$ cat src/rtl/sdram_burst_arbiter.sv
// -----------------------------------------------------------------------------
// sdram_burst_arbiter
//
// Shares the single full-page burst port of sdram_controller among NUM_REQ
// requesters (camera write, VGA read, spare). Each requester posts one
// 512-word page burst (direction + page address). The arbiter grants one
// requester at a time in round-robin order and issues rw/rw_en/f_addr for the
// granted burst. It routes the controller's data strobes and the write data
// between the controller and the current owner. Runs in the SDRAM clock
// domain.
//
// Optional feature macro: URGENT_PRIO_EN
//   defined   : requests flagged urgent win arbitration over non-urgent ones
//               (round-robin among urgent requests, same pointer update).
//   undefined : urgent input is ignored; pure round-robin.
//
// Ports
//   clk, rst_n      clock, asynchronous active-low reset
//   req             per-requester burst request (level, held until done)
//   req_rw          per-requester direction, 1 read / 0 write
//   req_addr        per-requester page address, packed NUM_REQ*ADDR_W
//   req_wdata       per-requester write data, packed NUM_REQ*DATA_W
//   urgent          per-requester urgent flag
//   grant           one-hot owner of the current burst
//   done            one-cycle pulse when the owner's burst completes
//   wr_strobe       f2s_data_valid routed to the owner
//   rd_strobe       s2f_data_valid routed to the owner
//   timeout_err     sticky: the controller never accepted a command
//   rw, rw_en       command direction and one-cycle command strobe
//   f_addr          command page address
//   f2s_data        owner's write data to the controller
//   ready           controller idle/available
//   f2s_data_valid  controller consumes a write word
//   s2f_data_valid  controller presents a read word
// -----------------------------------------------------------------------------
module sdram_burst_arbiter #(
  parameter int NUM_REQ     = 3,
  parameter int ADDR_W      = 15,
  parameter int DATA_W      = 16,
  parameter int ACK_TIMEOUT = 15
) (
  input  logic                      clk,
  input  logic                      rst_n,
  input  logic [NUM_REQ-1:0]        req,
  input  logic [NUM_REQ-1:0]        req_rw,
  input  logic [NUM_REQ*ADDR_W-1:0] req_addr,
  input  logic [NUM_REQ*DATA_W-1:0] req_wdata,
  input  logic [NUM_REQ-1:0]        urgent,
  output logic [NUM_REQ-1:0]        grant,
  output logic [NUM_REQ-1:0]        done,
  output logic [NUM_REQ-1:0]        wr_strobe,
  output logic [NUM_REQ-1:0]        rd_strobe,
  output logic                      timeout_err,
  output logic                      rw,
  output logic                      rw_en,
  output logic [ADDR_W-1:0]         f_addr,
  output logic [DATA_W-1:0]         f2s_data,
  input  logic                      ready,
  input  logic                      f2s_data_valid,
  input  logic                      s2f_data_valid
);

  localparam int PTR_W = $clog2(NUM_REQ);
  localparam int CNT_W = 4;

  typedef enum logic [1:0] {
    S_IDLE      = 2'd0,
    S_ISSUE     = 2'd1,
    S_WAIT_ACK  = 2'd2,
    S_WAIT_DONE = 2'd3
  } state_t;

  state_t               state_q,       state_d;
  logic [NUM_REQ-1:0]   grant_q,       grant_d;
  logic [NUM_REQ-1:0]   done_q,        done_d;
  logic                 rw_q,          rw_d;
  logic                 rw_en_q,       rw_en_d;
  logic [ADDR_W-1:0]    f_addr_q,      f_addr_d;
  logic                 timeout_err_q, timeout_err_d;
  logic [PTR_W-1:0]     rr_ptr_q,      rr_ptr_d;
  logic [CNT_W-1:0]     ack_cnt_q,     ack_cnt_d;

  logic [NUM_REQ-1:0]   cand;
  logic [NUM_REQ-1:0]   winner;
  logic [ADDR_W-1:0]    winner_addr;
  logic                 winner_rw;

  // First set bit of v at or above ptr, else first set bit below ptr
  // (i.e. a scan from ptr upward with wrap-around), returned one-hot.
  function automatic logic [NUM_REQ-1:0] rr_pick(
    input logic [NUM_REQ-1:0] v,
    input logic [PTR_W-1:0]   ptr
  );
    logic [NUM_REQ-1:0] oh;
    logic               found;
    oh    = '0;
    found = 1'b0;
    for (int j = 0; j < NUM_REQ; j++) begin
      if (!found && v[j] && (j >= int'(ptr))) begin
        oh[j] = 1'b1;
        found = 1'b1;
      end
    end
    for (int j = 0; j < NUM_REQ; j++) begin
      if (!found && v[j] && (j < int'(ptr))) begin
        oh[j] = 1'b1;
        found = 1'b1;
      end
    end
    return oh;
  endfunction

  // Pointer value just past the one-hot owner, modulo NUM_REQ.
  function automatic logic [PTR_W-1:0] ptr_after(input logic [NUM_REQ-1:0] oh);
    logic [PTR_W-1:0] p;
    p = '0;
    for (int i = 0; i < NUM_REQ; i++) begin
      if (oh[i]) begin
        p = (i == NUM_REQ - 1) ? '0 : PTR_W'(i + 1);
      end
    end
    return p;
  endfunction

`ifdef URGENT_PRIO_EN
  // Urgent requests form the candidate set whenever any is present.
  always_comb begin
    cand = req;
    if (|(req & urgent)) begin
      cand = req & urgent;
    end
  end
`else
  logic unused_urgent;
  assign cand          = req;
  assign unused_urgent = ^urgent;
`endif

  assign winner    = rr_pick(cand, rr_ptr_q);
  assign winner_rw = |(req_rw & winner);

  always_comb begin
    winner_addr = '0;
    for (int i = 0; i < NUM_REQ; i++) begin
      if (winner[i]) begin
        winner_addr = winner_addr | req_addr[i*ADDR_W +: ADDR_W];
      end
    end
  end

  // Next-state logic
  always_comb begin
    state_d       = state_q;
    grant_d       = grant_q;
    done_d        = '0;
    rw_d          = rw_q;
    rw_en_d       = 1'b0;
    f_addr_d      = f_addr_q;
    timeout_err_d = timeout_err_q;
    rr_ptr_d      = rr_ptr_q;
    ack_cnt_d     = ack_cnt_q;

    case (state_q)
      S_IDLE: begin
        if ((|req) && ready) begin
          grant_d  = winner;
          rw_d     = winner_rw;
          f_addr_d = winner_addr;
          state_d  = S_ISSUE;
        end
      end

      S_ISSUE: begin
        rw_en_d   = 1'b1;
        ack_cnt_d = '0;
        state_d   = S_WAIT_ACK;
      end

      S_WAIT_ACK: begin
        if (!ready) begin
          state_d = S_WAIT_DONE;
        end else if (ack_cnt_q == CNT_W'(ACK_TIMEOUT - 1)) begin
          // Controller never took the command: drop the burst, release the
          // owner and move the pointer on so a stuck requester cannot starve
          // the others.
          timeout_err_d = 1'b1;
          done_d        = grant_q;
          grant_d       = '0;
          rr_ptr_d      = ptr_after(grant_q);
          state_d       = S_IDLE;
        end else begin
          ack_cnt_d = ack_cnt_q + 1'b1;
        end
      end

      S_WAIT_DONE: begin
        if (ready) begin
          done_d   = grant_q;
          grant_d  = '0;
          rr_ptr_d = ptr_after(grant_q);
          state_d  = S_IDLE;
        end
      end

      default: begin
        state_d = S_IDLE;
      end
    endcase
  end

  // State and registered outputs
  always_ff @(posedge clk or negedge rst_n) begin
    if (!rst_n) begin
      state_q       <= S_IDLE;
      grant_q       <= '0;
      done_q        <= '0;
      rw_q          <= 1'b0;
      rw_en_q       <= 1'b0;
      f_addr_q      <= '0;
      timeout_err_q <= 1'b0;
      rr_ptr_q      <= '0;
      ack_cnt_q     <= '0;
    end else begin
      state_q       <= state_d;
      grant_q       <= grant_d;
      done_q        <= done_d;
      rw_q          <= rw_d;
      rw_en_q       <= rw_en_d;
      f_addr_q      <= f_addr_d;
      timeout_err_q <= timeout_err_d;
      rr_ptr_q      <= rr_ptr_d;
      ack_cnt_q     <= ack_cnt_d;
    end
  end

  // Data-path steering: combinational so the owner sees strobes in the same
  // cycle the controller raises them; with no owner everything reads zero.
  always_comb begin
    f2s_data = '0;
    for (int i = 0; i < NUM_REQ; i++) begin
      if (grant_q[i]) begin
        f2s_data = f2s_data | req_wdata[i*DATA_W +: DATA_W];
      end
    end
  end

  assign wr_strobe   = {NUM_REQ{f2s_data_valid}} & grant_q;
  assign rd_strobe   = {NUM_REQ{s2f_data_valid}} & grant_q;

  assign grant       = grant_q;
  assign done        = done_q;
  assign rw          = rw_q;
  assign rw_en       = rw_en_q;
  assign f_addr      = f_addr_q;
  assign timeout_err = timeout_err_q;

endmodule
$ cat config.mk
export PLATFORM = sky130hd
export DESIGN_NAME = sdram_burst_arbiter
export DESIGN_NICKNAME = d
export VERILOG_FILES = /design/src/rtl/sdram_burst_arbiter.sv
export SDC_FILE = /design/constraint.sdc
export NUM_CORES = 1
export LEC_CHECK = 0
export ABC_AREA = 1
export ABC_CLOCK_PERIOD_IN_PS = 1780
export CORE_ASPECT_RATIO = 0.7
export CORE_UTILIZATION = 36
export CTS_BUF_LIST = sky130_fd_sc_hd__clkbuf_4 sky130_fd_sc_hd__clkbuf_8
export DETAILED_ROUTE_END_ITERATION = 12
export MAX_ROUTING_LAYER = met4
export PLACE_DENSITY = 0.88
export RECOVER_POWER = 100
export SLEW_MARGIN = 20
export SYNTH_ARGS = -nofsm -noshare
export SYNTH_HDL_FRONTEND = slang
export SYNTH_SLANG_ARGS = --single-unit
export TNS_END_PERCENT = 20
$ cat constraint.sdc
create_clock -name clk -period 1.78 [get_ports clk]
set_input_delay 0.534 -clock clk [delete_from_list [all_inputs] [get_ports clk]]
set_output_delay 0.534 -clock clk [all_outputs]
set_load 0.03 [all_outputs]
---- After elaboration in Yosys (flattened, before gate mapping) ----
Index checks and enable logic that the tools add are counted.
storage, ports and cells
  logic and storage cells ................. 103
  output and inout bits ................... 46
  memories ................................ 0
  input bits .............................. 107
  bits in read-only memories .............. 0
  bits in latches ......................... 0
  memory bits (writable) .................. 0
  bits in registers ....................... 32
cells by class
  multiply operators ...................... 0
  bitwise operators ....................... 7
  shift-type cells ........................ 0
  div/mod/pow operators ................... 0
  eq/ne operators ......................... 10
  $lt $le $gt $ge ......................... 6
  multiplexer cells ....................... 41
  reductions and logical operators ........ 29
  add/sub/neg operators ................... 1
operators with widths
  operator             number
  $mux 16              3
  $mux 15              3
  $or 16x16->16        2
  $or 15x15->15        2
  $mux 3               7
  $mux 2               9
  $logic_and 1x1->1    12
  $mux 1               12
  $ne 2x2->1 const B   5
  $and 3x3->3          3
  $pmux 3 s3           1
  $reduce_and 3->1     3
  $mux 4               2
  $pmux 2 s4           1
  $pmux 4 s2           1
  $pmux 3 s2           1
  $reduce_or 3->1      2
  $logic_not 1->1      5
  $reduce_and 5->1     1
  $add 4x1->4 const B  1
  $eq 2x2->1 const B   2
  $eq 4x4->1 const B   1
  $ge 1x2->1 const A   2
  $lt 1x2->1 const A   2
  10 further kinds     11

---- Longest topological paths before layout ----
Gate-level depths: netlist of run 1.
  depth in word-level cells ............... 25
  gate-level depth with buffers ........... 10
  mapped depth without buffers ............ 10

---- Worst setup path before layout of run 1 ----
OpenSTA, ideal clock, no wires.
  path kind ............................... reg-to-output
  from .................................... reg grant_q[1], in the netlist grant[1]
  to ...................................... out f2s_data[0]
  data required time ...................... 1,246 ps
  slack ................................... 88 ps
  arrival time ............................ 1,158 ps
  cell stages (with the launch flop) ...... 4
  path buffers ............................ 1
  cells stage by stage .................... dfrtp_1 > clkbuf_1 > nand2_1 > nand3_1
on the way
  word-level cells in the longest chain between the ends .. 3
RTL lines
  what                      line  text
  start: declaration        74    logic [NUM_REQ-1:0] grant_q, grant_d;
  start signal: assignment  225   grant_q <= grant_d;
  $mux 16 (*)               241   if (grant_q[i]) begin
  $or 16x16->16             242   f2s_data = f2s_data | req_wdata[i*DATA_W +: DATA_W];
  $mux 16 (*)               241
  end: declaration          57    output logic [DATA_W-1:0] f2s_data,
Every way passes the cells marked *; elsewhere a longest branch is shown, timed or not.

---- Final worst setup path of run 1 ----
  from .................................... in req_wdata[0]
  to ...................................... out f2s_data[0]
on the way
  word-level cells in the longest chain between the ends .. 5
RTL lines
  what                line  text
  start: declaration  47    input logic [NUM_REQ*DATA_W-1:0] req_wdata,
  $mux 16 (*)         241
  $or 16x16->16       242
  $mux 16 (*)         241
  $or 16x16->16       242
  $mux 16 (*)         241
Marked as above.

==> results.md, run 1 <==
- Status: finished with violations
- Failing checks: negative setup slack
- Post-route ant nets: 0
- Critical path peak fanout: 1
- Normalized max-slew margin: 46.8%
- Flop2flop setup slack: 0.15 ns
- 1st-pass router iterations: 5
- Worst EP required: 1.25 ns
- DP Area: 0.00381 sq mm
- Worst setup EP type: primary output
- Hold path cells: 1
- H-Tree Depth: 2
- Fill cell count: 504
- FF-to-FF End: state_q[1]
- Worst-margin pin slew: 0.798 ns
- Top delay family on crit path: buffers and inverters
- Design area: 0.00401 sq mm
- GRT Resource Usage Total: 23.1%
- Peak supply drop: 0.000667 V
- Vias in the first global route: 2441
- Deepest clock path buffer count: 2
- Total Wirelength: 7240 um
- Maximum clock rate: 0.558 GHz
- Setup violations, final: 1
- Pleak: 0.00224 uW
- GPL Wtd Cong: 0.845
- Kind of critical path: in2out
- Clk slew on worst S/H paths: 0.07 ns
- Buffers added on ports: 149
- Register area share after synthesis: 36.7%
- Max Cap Violations: 0
- Finished Layout Cells: 579
- Initial DRC Count: 109
- Number of I/O pins: 153
- Die Span Y: 67.1 um
- Core Box Area: 0.00578 sq mm
- CTS tree: done
- CP Cell Sequence: clkdlybuf4s50_1 -> nand2_1 -> nand3_2 -> buf_6
- Net Count, Synth: 458
- Clk Latency, worst-skew pair: 0.28 ns
- Post-placement cell count: 571
- Share of cells above drive strength 1: 14.9%
- Initial antenna violation count: 0
- Hold Slack: 0.470 ns
- HP Start: timeout_err
- First-pass GRT wire length: 11000 um
- WP buf/inv: 2
- HPWL after detailed placement: 5300 um
- Mapped Cells: 344
- Worst setup margin: -0.0128 ns
- #FFs+latches synth: 32
- Width of the die: 95.0 um
- Crit path from: req_wdata[0]
- Yosys warning count: 0
- Fin crit period: 1.79 ns
- Die area: 0.00638 sq mm
- Mapped Area: 0.00218 sq mm
- CP peak stage delay: 0.46 ns
- R2R Path Start: state_q[0]
- Residual DRC: 0
- Fin crit share: 101%
- Antenna diode count: 0
- CP max-delay cell: clkdlybuf4s50_1
- Initial Utilization: 37.7%
- Fin. max-slew vios: 0
- CP arrival: 1.26 ns
- Most common cell after layout, fill and taps aside: nand2_1
- Rows: 23
- Worst min-delay path endpoint: timeout_err
- Power Dens Cells: 1340 mW/mm^2
- Syn-to-layout area delta: 84.0%
- HP Class: reg2reg
- Most frequent cells in the layout: nand2_1 (141), dlygate4sd2_1 (64), inv_1 (54)
- Worst r2r path cells: 8
- Net count, final: 617
- TritonCTS Buffers: 5
- Final hold vios: 0
- RSZ-0062 raised after global routing: true
- Root Driver: clkbuf_8
- Pin count of the biggest net entering global routing: 33
- Fin Clk Skew: 0.00649 ns
- DR vias/cell: 4.75
- Count of cell types in the netlist: 20
- Critical Path Source Type: primary input
- WL per Instance: 12.5 um
- Gr ovfl total: 0
- Clock Sinks: 32
- Cts hold-fix bufs: 0
- Post-CTS setup buffers: 0
- Avg Cell Area, Syn: 6.34 sq um
- Via count: 2751
-- worst register-to-register path, cell delays in order (launching register included) --
cell and delay, ns:
dfrtp_1 0.43, inv_1 0.13, ha_1 0.23, inv_1 0.13, nand2_1 0.12, nand2_1 0.10, inv_1 0.05, o21ai_0 0.18
o21ai_0 0.13
-- registers in the layout, summed over array words and instances (netlist names) --
register / flops
ack_cnt_q: 4
rw_en: 1
done: 3
grant: 3
f_addr: 15
rw: 1
timeout_err: 1
state_q: 2
rr_ptr_q: 2
-- synthesized netlist by cell type, drive strengths merged --
| cell | instances | share of area, % |
|---|---|---|
| nand3b | 1 | 0.34 |
| a21oi | 21 | 5.0 |
| inv | 55 | 9.5 |
| clkbuf | 7 | 1.2 |
| nor2 | 10 | 1.7 |
| o211ai | 1 | 0.34 |
| or2 | 1 | 0.29 |
| ha | 7 | 4.0 |
| buf | 5 | 2.0 |
| o21ai | 6 | 1.4 |
| nor3 | 2 | 0.46 |
| dfrtp | 32 | 37 |
| nand2 | 149 | 26 |
| nand4 | 1 | 0.29 |
| nand3 | 46 | 11 |
-- report_power, final --
group	total [uW]	switching, uW	internal (uW)
sequential	1180	176	1010
clock	689	258	430
combinational	3490	2130	1360
total	5360	2560	2800
-- metal layers --
layer,global-route usage [%],up-vias,part of all wire (%),wire (um)
li1,-,1370,-,-
met4,5.68,0,1.3,93
met1,29.1,1251,44,3150
met3,4.57,13,5.6,406
met5,-,-,0,0
met2,38.1,117,50,3580
-- final cells by class --
cell class / instances / area, sq um / area share (%)
Clock buffer: 6 / 76.3 / 1.90
Inverter: 55 / 206 / 5.14
Sequential cell: 32 / 802 / 20.0
Timing Repair Buffer: 164 / 1610 / 40.1
Clock inverter: 2 / 35.0 / 0.873
Tap cell: 75 / 93.8 / 2.34
Multi-Input combinational cell: 245 / 1190 / 29.7
-- through the flow --
stage                     utilization, %  worst slack (ns)  setup TNS [ns]  power [uW]
final                               69.4           -0.0128         -0.0128        5360
after global routing                69.4           -0.0574         -0.0866        5760
after CTS                           68.5           -0.0357         -0.0573        5320
after detailed placement            65.8            -0.258           -5.25        4590
after global placement              65.8            -0.187           -4.22        4500
after floorplan                        -            0.0877               0        3190
-- timing repair --
item,4_1_cts,5_1_grt
gates resized for setup,93,20
gates cloned,0,0
pin swaps,27,2
endpoints found under the setup margin,43,31
-- worst max-delay path by stage --
stage,to,slack (ns),depth (start not counted)
floorplan,f2s_data[0],0.09,3
global placement,f_addr[11],-0.19,8
detailed placement,f_addr[12],-0.26,8
CTS,f2s_data[14],-0.04,4
global route,f2s_data[0],-0.06,4
finish,f2s_data[0],-0.01,4
-- logic make-up after synthesis --
family	after synthesis	synth area share (%)
and+or+nand+nor	210	39.9
buffers and inverters	67	12.7
DFF	32	36.7
AOI/OAI and AO/OA	28	6.71
adders and majority gates	7	4.02
Note: power is estimated with default switching activity, not from simulation.
==> run 2: changes to the inputs <==
Settings changed: CAP_MARGIN from default to 10.
==> results of run 2 <==
Final layout, timing and power as in run 1 (identical DEF).
